File: config.mk
export PLATFORM = sky130hd
export DESIGN_NAME = const_mul_pipe
export DESIGN_NICKNAME = d
export VERILOG_FILES = /design/src/rtl/nfm_pkg.sv /design/src/rtl/round_sat.sv /design/src/rtl/const_mul_pipe.sv
export SDC_FILE = /design/constraint.sdc
export NUM_CORES = 1
export LEC_CHECK = 0
export ABC_AREA = 1
export CORE_MARGIN = 2
export CORE_UTILIZATION = 40
export CTS_BUF_LIST = sky130_fd_sc_hd__clkbuf_8 sky130_fd_sc_hd__clkbuf_16
export DETAILED_ROUTE_END_ITERATION = 10
export GPL_TIMING_DRIVEN = 1
export REMOVE_ABC_BUFFERS = 1
export SLEW_MARGIN = 20
export SYNTH_ARGS = -nofsm -noshare
export SYNTH_HDL_FRONTEND = slang
export SYNTH_SLANG_ARGS = --single-unit
File: constraint.sdc
create_clock -name clk -period 8.6 [get_ports clk]
set_input_delay 1.72 -clock clk [delete_from_list [all_inputs] [get_ports clk]]
set_output_delay 1.72 -clock clk [all_outputs]
set_load 0.01 [all_outputs]
File: src/rtl/nfm_pkg.sv
// rtl/nfm_pkg.sv - shared mode encodings, Q3.6 constant table and default widths
package nfm_pkg;

    localparam int FIX_POINT_WIDTH_DEF = 16;
    localparam int BF_DEF              = 8;
    localparam int COEF_W_DEF          = 10;
    localparam int COEF_FRAC_DEF       = 6;

    localparam logic [2:0] MUL_ONE    = 3'd0;
    localparam logic [2:0] MUL_HALF   = 3'd1;
    localparam logic [2:0] MUL_LOG2E  = 3'd2;
    localparam logic [2:0] MUL_GELU   = 3'd3;
    localparam logic [2:0] MUL_SILU_P = 3'd4;
    localparam logic [2:0] MUL_SILU_N = 3'd5;
    localparam logic [2:0] MUL_NEG    = 3'd6;
    localparam logic [2:0] MUL_PROG   = 3'd7;

    // Q3.6 constants, rescaled in the datapath when COEF_FRAC exceeds 6
    localparam int COEF_ONE     = 64;
    localparam int COEF_HALF    = 32;
    localparam int COEF_LOG2E   = 92;
    localparam int COEF_GELU    = 164;
    localparam int COEF_SILU_P  = 91;
    localparam int COEF_SILU_N  = 67;
    localparam int COEF_NEG_ONE = -64;

endpackage

File: src/rtl/round_sat.sv
// rtl/round_sat.sv - combinational round-half-up shift followed by signed saturation
module round_sat #(
    parameter int IN_W  = 26,
    parameter int OUT_W = 16,
    parameter int SHIFT = 6
) (
    input  logic signed [IN_W-1:0]  i_data,
    output logic signed [OUT_W-1:0] o_data,
    output logic                    o_sat
);

    // One guard bit so adding the half-LSB can never wrap
    localparam int SW = IN_W + 1;
    localparam logic signed [SW-1:0] HALF = {{(SW-1){1'b0}}, 1'b1} << (SHIFT - 1);
    localparam logic signed [SW-1:0] MAXV = {{(SW-OUT_W+1){1'b0}}, {(OUT_W-1){1'b1}}};
    localparam logic signed [SW-1:0] MINV = {{(SW-OUT_W+1){1'b1}}, {(OUT_W-1){1'b0}}};

    logic signed [SW-1:0] w_ext;
    logic signed [SW-1:0] w_sum;
    logic signed [SW-1:0] w_shr;

    assign w_ext = {i_data[IN_W-1], i_data};
    assign w_sum = w_ext + HALF;
    assign w_shr = w_sum >>> SHIFT;

    always_comb begin
        o_data = w_shr[OUT_W-1:0];
        o_sat  = 1'b0;
        if (w_shr > MAXV) begin
            o_data = {1'b0, {(OUT_W-1){1'b1}}};
            o_sat  = 1'b1;
        end else if (w_shr < MINV) begin
            o_data = {1'b1, {(OUT_W-1){1'b0}}};
            o_sat  = 1'b1;
        end
    end

endmodule

File: src/rtl/const_mul_pipe.sv
// rtl/const_mul_pipe.sv - two-stage handshaked constant multiplier with rounding and saturation
module const_mul_pipe
    import nfm_pkg::*;
#(
    parameter int FIX_POINT_WIDTH = FIX_POINT_WIDTH_DEF,
    parameter int Bf              = BF_DEF,
    parameter int COEF_W          = COEF_W_DEF,
    parameter int COEF_FRAC       = COEF_FRAC_DEF
) (
    input  logic                              clk,
    input  logic                              rst_n,
    input  logic                              in_valid,
    output logic                              in_ready,
    input  logic signed [FIX_POINT_WIDTH-1:0] in_data,
    input  logic [2:0]                        s_mult,
    input  logic                              cfg_we,
    input  logic signed [COEF_W-1:0]          cfg_coef,
    output logic                              out_valid,
    input  logic                              out_ready,
    output logic signed [FIX_POINT_WIDTH-1:0] out_data,
    output logic                              out_sat
);

    localparam int PW = FIX_POINT_WIDTH + COEF_W;

    if (Bf >= FIX_POINT_WIDTH || COEF_FRAC < 6) begin : g_param_check
        $error("const_mul_pipe: Bf must be below the data width and COEF_FRAC at least 6");
    end

    function automatic logic signed [COEF_W-1:0] scale_q36(input int q36);
        return COEF_W'(q36 * (1 << (COEF_FRAC - 6)));
    endfunction

    logic signed [COEF_W-1:0]          r_coef;
    logic                              r_v1;
    logic signed [FIX_POINT_WIDTH-1:0] r_a;
    logic signed [COEF_W-1:0]          r_c;
    logic                              r_v2;
    logic signed [FIX_POINT_WIDTH-1:0] r_out;
    logic                              r_sat;

    logic                              w_adv1;
    logic                              w_adv2;
    logic signed [COEF_W-1:0]          w_coef_sel;
    logic signed [PW-1:0]              w_prod;
    logic signed [FIX_POINT_WIDTH-1:0] w_rs_data;
    logic                              w_rs_sat;

    assign w_adv2   = !r_v2 || out_ready;
    assign w_adv1   = !r_v1 || w_adv2;
    assign in_ready = w_adv1;

    // Mode 7 reads the register value before any same-cycle write lands
    always_comb begin
        w_coef_sel = r_coef;
        case (s_mult)
            MUL_ONE:    w_coef_sel = scale_q36(COEF_ONE);
            MUL_HALF:   w_coef_sel = scale_q36(COEF_HALF);
            MUL_LOG2E:  w_coef_sel = scale_q36(COEF_LOG2E);
            MUL_GELU:   w_coef_sel = scale_q36(COEF_GELU);
            MUL_SILU_P: w_coef_sel = scale_q36(COEF_SILU_P);
            MUL_SILU_N: w_coef_sel = scale_q36(COEF_SILU_N);
            MUL_NEG:    w_coef_sel = scale_q36(COEF_NEG_ONE);
            MUL_PROG:   w_coef_sel = r_coef;
            default:    w_coef_sel = r_coef;
        endcase
    end

    always_ff @(posedge clk) begin
        if (!rst_n) begin
            r_coef <= scale_q36(COEF_ONE);
        end else if (cfg_we) begin
            r_coef <= cfg_coef;
        end
    end

    always_ff @(posedge clk) begin
        if (!rst_n) begin
            r_v1 <= 1'b0;
            r_a  <= '0;
            r_c  <= '0;
        end else if (w_adv1) begin
            r_v1 <= in_valid;
            if (in_valid) begin
                r_a <= in_data;
                r_c <= w_coef_sel;
            end
        end
    end

    assign w_prod = r_a * r_c;

    round_sat #(
        .IN_W  (PW),
        .OUT_W (FIX_POINT_WIDTH),
        .SHIFT (COEF_FRAC)
    ) u_round_sat (
        .i_data (w_prod),
        .o_data (w_rs_data),
        .o_sat  (w_rs_sat)
    );

    always_ff @(posedge clk) begin
        if (!rst_n) begin
            r_v2  <= 1'b0;
            r_out <= '0;
            r_sat <= 1'b0;
        end else if (w_adv2) begin
            r_v2 <= r_v1;
            if (r_v1) begin
                r_out <= w_rs_data;
                r_sat <= w_rs_sat;
            end
        end
    end

    assign out_valid = r_v2;
    assign out_data  = r_out;
    assign out_sat   = r_sat;

endmodule
==> metrics.md <==
| Metric | Value |
|---|---|
| Status | complete, no violations |
| Post-Synthesis Cells | 1,187 |
| Post-synthesis sequential area ratio | 0.126 |
| Die ar. | 23,000 µm² |
| Final hold violation count | 0 |
| CTS H-tree depth | 2 |
| Fillers | 2,271 |
| Crit Path Class | reg -> reg |
| Max incr delay on CP | 0.78 ns |
| CTS tree | yes |
| Post-Syn Area | 8720 µm² |
| Post-route DRC | 0 |
| Num CTS Buffers | 5 |
| Number of global-route vias before repair | 7,321 |
| Chip Width | 152 µm |
| Min Tclk post-route | 6.25 ns |
| Distinct cells, synth | 38 |
| Worst setup EP type | flip-flop |
| Area growth, synth to finish | 9.43% |
| #FFs+latches synth | 55 |
| Rel. slew slack | 0.441 |
| Fmax | 0.160 GHz |
| Wire length per cell | 13.1 µm |
| Mapped Avg Cell Area | 7.34 µm² |
| Vias | 6,976 |
| Worst path slowest cell | dfxtp_1 |
| Setup skew after layout | 0.00594 ns |
| Post-CTS Resized | 0 |
| Hold-fix buffers, CTS | 0 |
| Pre-antenna DRT Iters | 5 |
| Max-Cap Viols | 0 |
| Final wirelength | 19.4 mm |
| P_leak | 5.32 nW |
| Buffers on Ports | 52 |
| First-pass GRT wire length | 34.2 mm |
| DP HPWL | 16.0 mm |
| CP max FO | 16 |
| Initial Util | 0.403 |
| Critical Path AT | 6.43 ns |
| Critical Path RT | 8.78 ns |
| Warnings from Yosys | 0 |
| Period utilization | 0.727 |
| Worst vdd ir | 74.8 µV |
| Setup Fix Bufs, Post-CTS | 0 |
| Root buffer cell | clkbuf_16 |
| Fin util | 0.441 |
| Final Max Tran Viols | 0 |
| Row count | 54 |
| TritonCTS Sinks | 55 |
| PwrDens | 101 nW/µm² |
| ANT cells | 0 |
| Maximum buffer depth of the clock tree | 2 |
| Congestion Overflow GR | 0 |
| Largest net degree at the start of global routing | 45 |
| Post-detailed-route count of antenna-violating nets | 0 |
| Die height | 152 µm |
| Worst-Margin Slew | 0.837 ns |
| Core Area | 21,600 µm² |
| GRT Util Overall | 0.187 |
| RSZ-0062 raised after global routing | no |
| Setup TNS | 0 ns |
| Commonest non-fill, non-tap cell in the layout | inv_1 |
| Worst-Skew Late Latency | 0.31 ns |
| Crit path launch type | flip-flop |
| Crit path cell chain | nand2_1 -> fa_1 -> inv_1 -> fa_1 -> inv_1 -> fa_1 -> fa_1 -> fa_1 -> inv_1 -> ha_1 -> nand4_1 -> nor4_1 -> a21oi_1 -> nand3_1 -> nand2_4 -> a21oi_4 -> a21oi_1 |
| Most frequent CP cell | fa_1 |
| Share of cells above drive strength 1 | 0.0442 |
| Vias/cell | 4.72 |
| Synth Flop Type | dfxtp_1 |
| GP Congestion | 0.869 |
| Setup Viol. Count Final | 0 |
| EDFF count, synth | 0 |
| Most frequent cells in the layout | inv_1 (310), nand2_1 (299), fa_1 (143), nor2_1 (76), ha_1 (57) |
| Starting DRC count in detailed routing | 286 |
| Post-synth ARST share | 0 |
| Nets | 1,432 |
| Worst Hold Class | reg -> reg |
| Initial antenna violation count | 0 |
| Clock transition at path regs | 0.08 ns |
| Ports | 53 |
[metrics by stage]
| step | hold WS (ns) | setup slack [ns] | total power [mW] | cell area [µm²] | instances |
|---|---|---|---|---|---|
| finish | 0.463 | 2.35 | 0.959 | 9540 | 1479 |
| global route | 0.486 | 1.86 | 1.05 | 9540 | 1479 |
| CTS | 0.462 | 2.37 | 0.976 | 9540 | 1479 |
| detailed placement | 0.450 | 2.39 | 0.745 | 9380 | 1471 |
| global placement | 0.446 | 2.41 | 0.741 | 9380 | 1471 |
| floorplan | 0.428 | 3.07 | 0.612 | 8490 | 1137 |
[state kept, by name, indices dropped and copies added, names as in the netlist]
| register | cells |
|---|---|
| r_c | 10 |
| out_valid | 1 |
| r_a | 16 |
| r_v1 | 1 |
| out_data | 16 |
| out_sat | 1 |
| r_coef | 10 |
[per-layer routing]
metal	up-vias	routed length (µm)	GRT usage
met4	0	386	0.0546
li1	3458	-	-
met5	-	0	0
met2	94	9920	0.345
met1	3399	8560	0.232
met3	25	554	0.0186
[kinds of logic (layout without fill, tap and decap cells)]
family,after synthesis,count (layout),share of synthesized area
AOI/OAI and AO/OA,112,112,0.0748
xor gates and xnor gates,21,21,0.0211
adders and majority gates,200,200,0.410
buffers and inverters,360,372,0.159
DFF,55,55,0.126
and+or+nand+nor,439,439,0.209
[cell usage after synthesis, types with 4 or more instances]
library cell,n,share of area
xnor2_1,10,0.010
nand2_2,14,0.010
a21oi_2,9,0.0090
inv_1,310,0.13
fa_1,143,0.33
nand3_2,4,0.0046
nor3_1,4,0.0023
buf_6,4,0.0052
clkbuf_1,43,0.019
ha_1,57,0.082
a31oi_1,4,0.0029
nor2_1,76,0.033
nand3_1,21,0.012
nor2_2,5,0.0036
a21oi_1,40,0.023
nand2_1,299,0.13
xor2_1,11,0.011
dfxtp_1,55,0.13
o21ai_0,51,0.029
nand4_1,4,0.0029
[layout make-up]
class | count | area, µm² | area share
multi-input combinational | 772 | 6230 | 0.653
inverter | 310 | 1160 | 0.122
timing repair buffer | 54 | 536 | 0.0561
tap | 280 | 350 | 0.0367
sequential | 55 | 1100 | 0.115
clock inverter | 3 | 33.8 | 0.00354
clock buffer | 5 | 125 | 0.0131
[critical path: cells and delay by family (launching register included)]
kind	cells	cell delay (ns)
AOI/OAI and AO/OA	3	0.75
and+or+nand+nor	5	1.18
DFF	1	0.78
adders and majority gates	6	3.21
buffers and inverters	3	0.20
[report_power, final]
| group | switching [mW] | internal (mW) |
|---|---|---|
| combinational | 0.250 | 0.167 |
| sequential | 0.0388 | 0.275 |
| clock | 0.116 | 0.113 |
| total | 0.404 | 0.555 |
[final timing paths]
kind	end	startpoint	depth (start not counted)	slack [ns]
setup / recovery	out_data[2]	r_c[1]	17	2.35
hold / removal	r_coef[9]	r_coef[9]	2	0.46
setup reg to reg	out_data[2]	r_c[1]	17	2.35
hold reg to reg	r_coef[9]	r_coef[9]	2	0.46
Note: power is estimated with default switching activity, not from simulation.
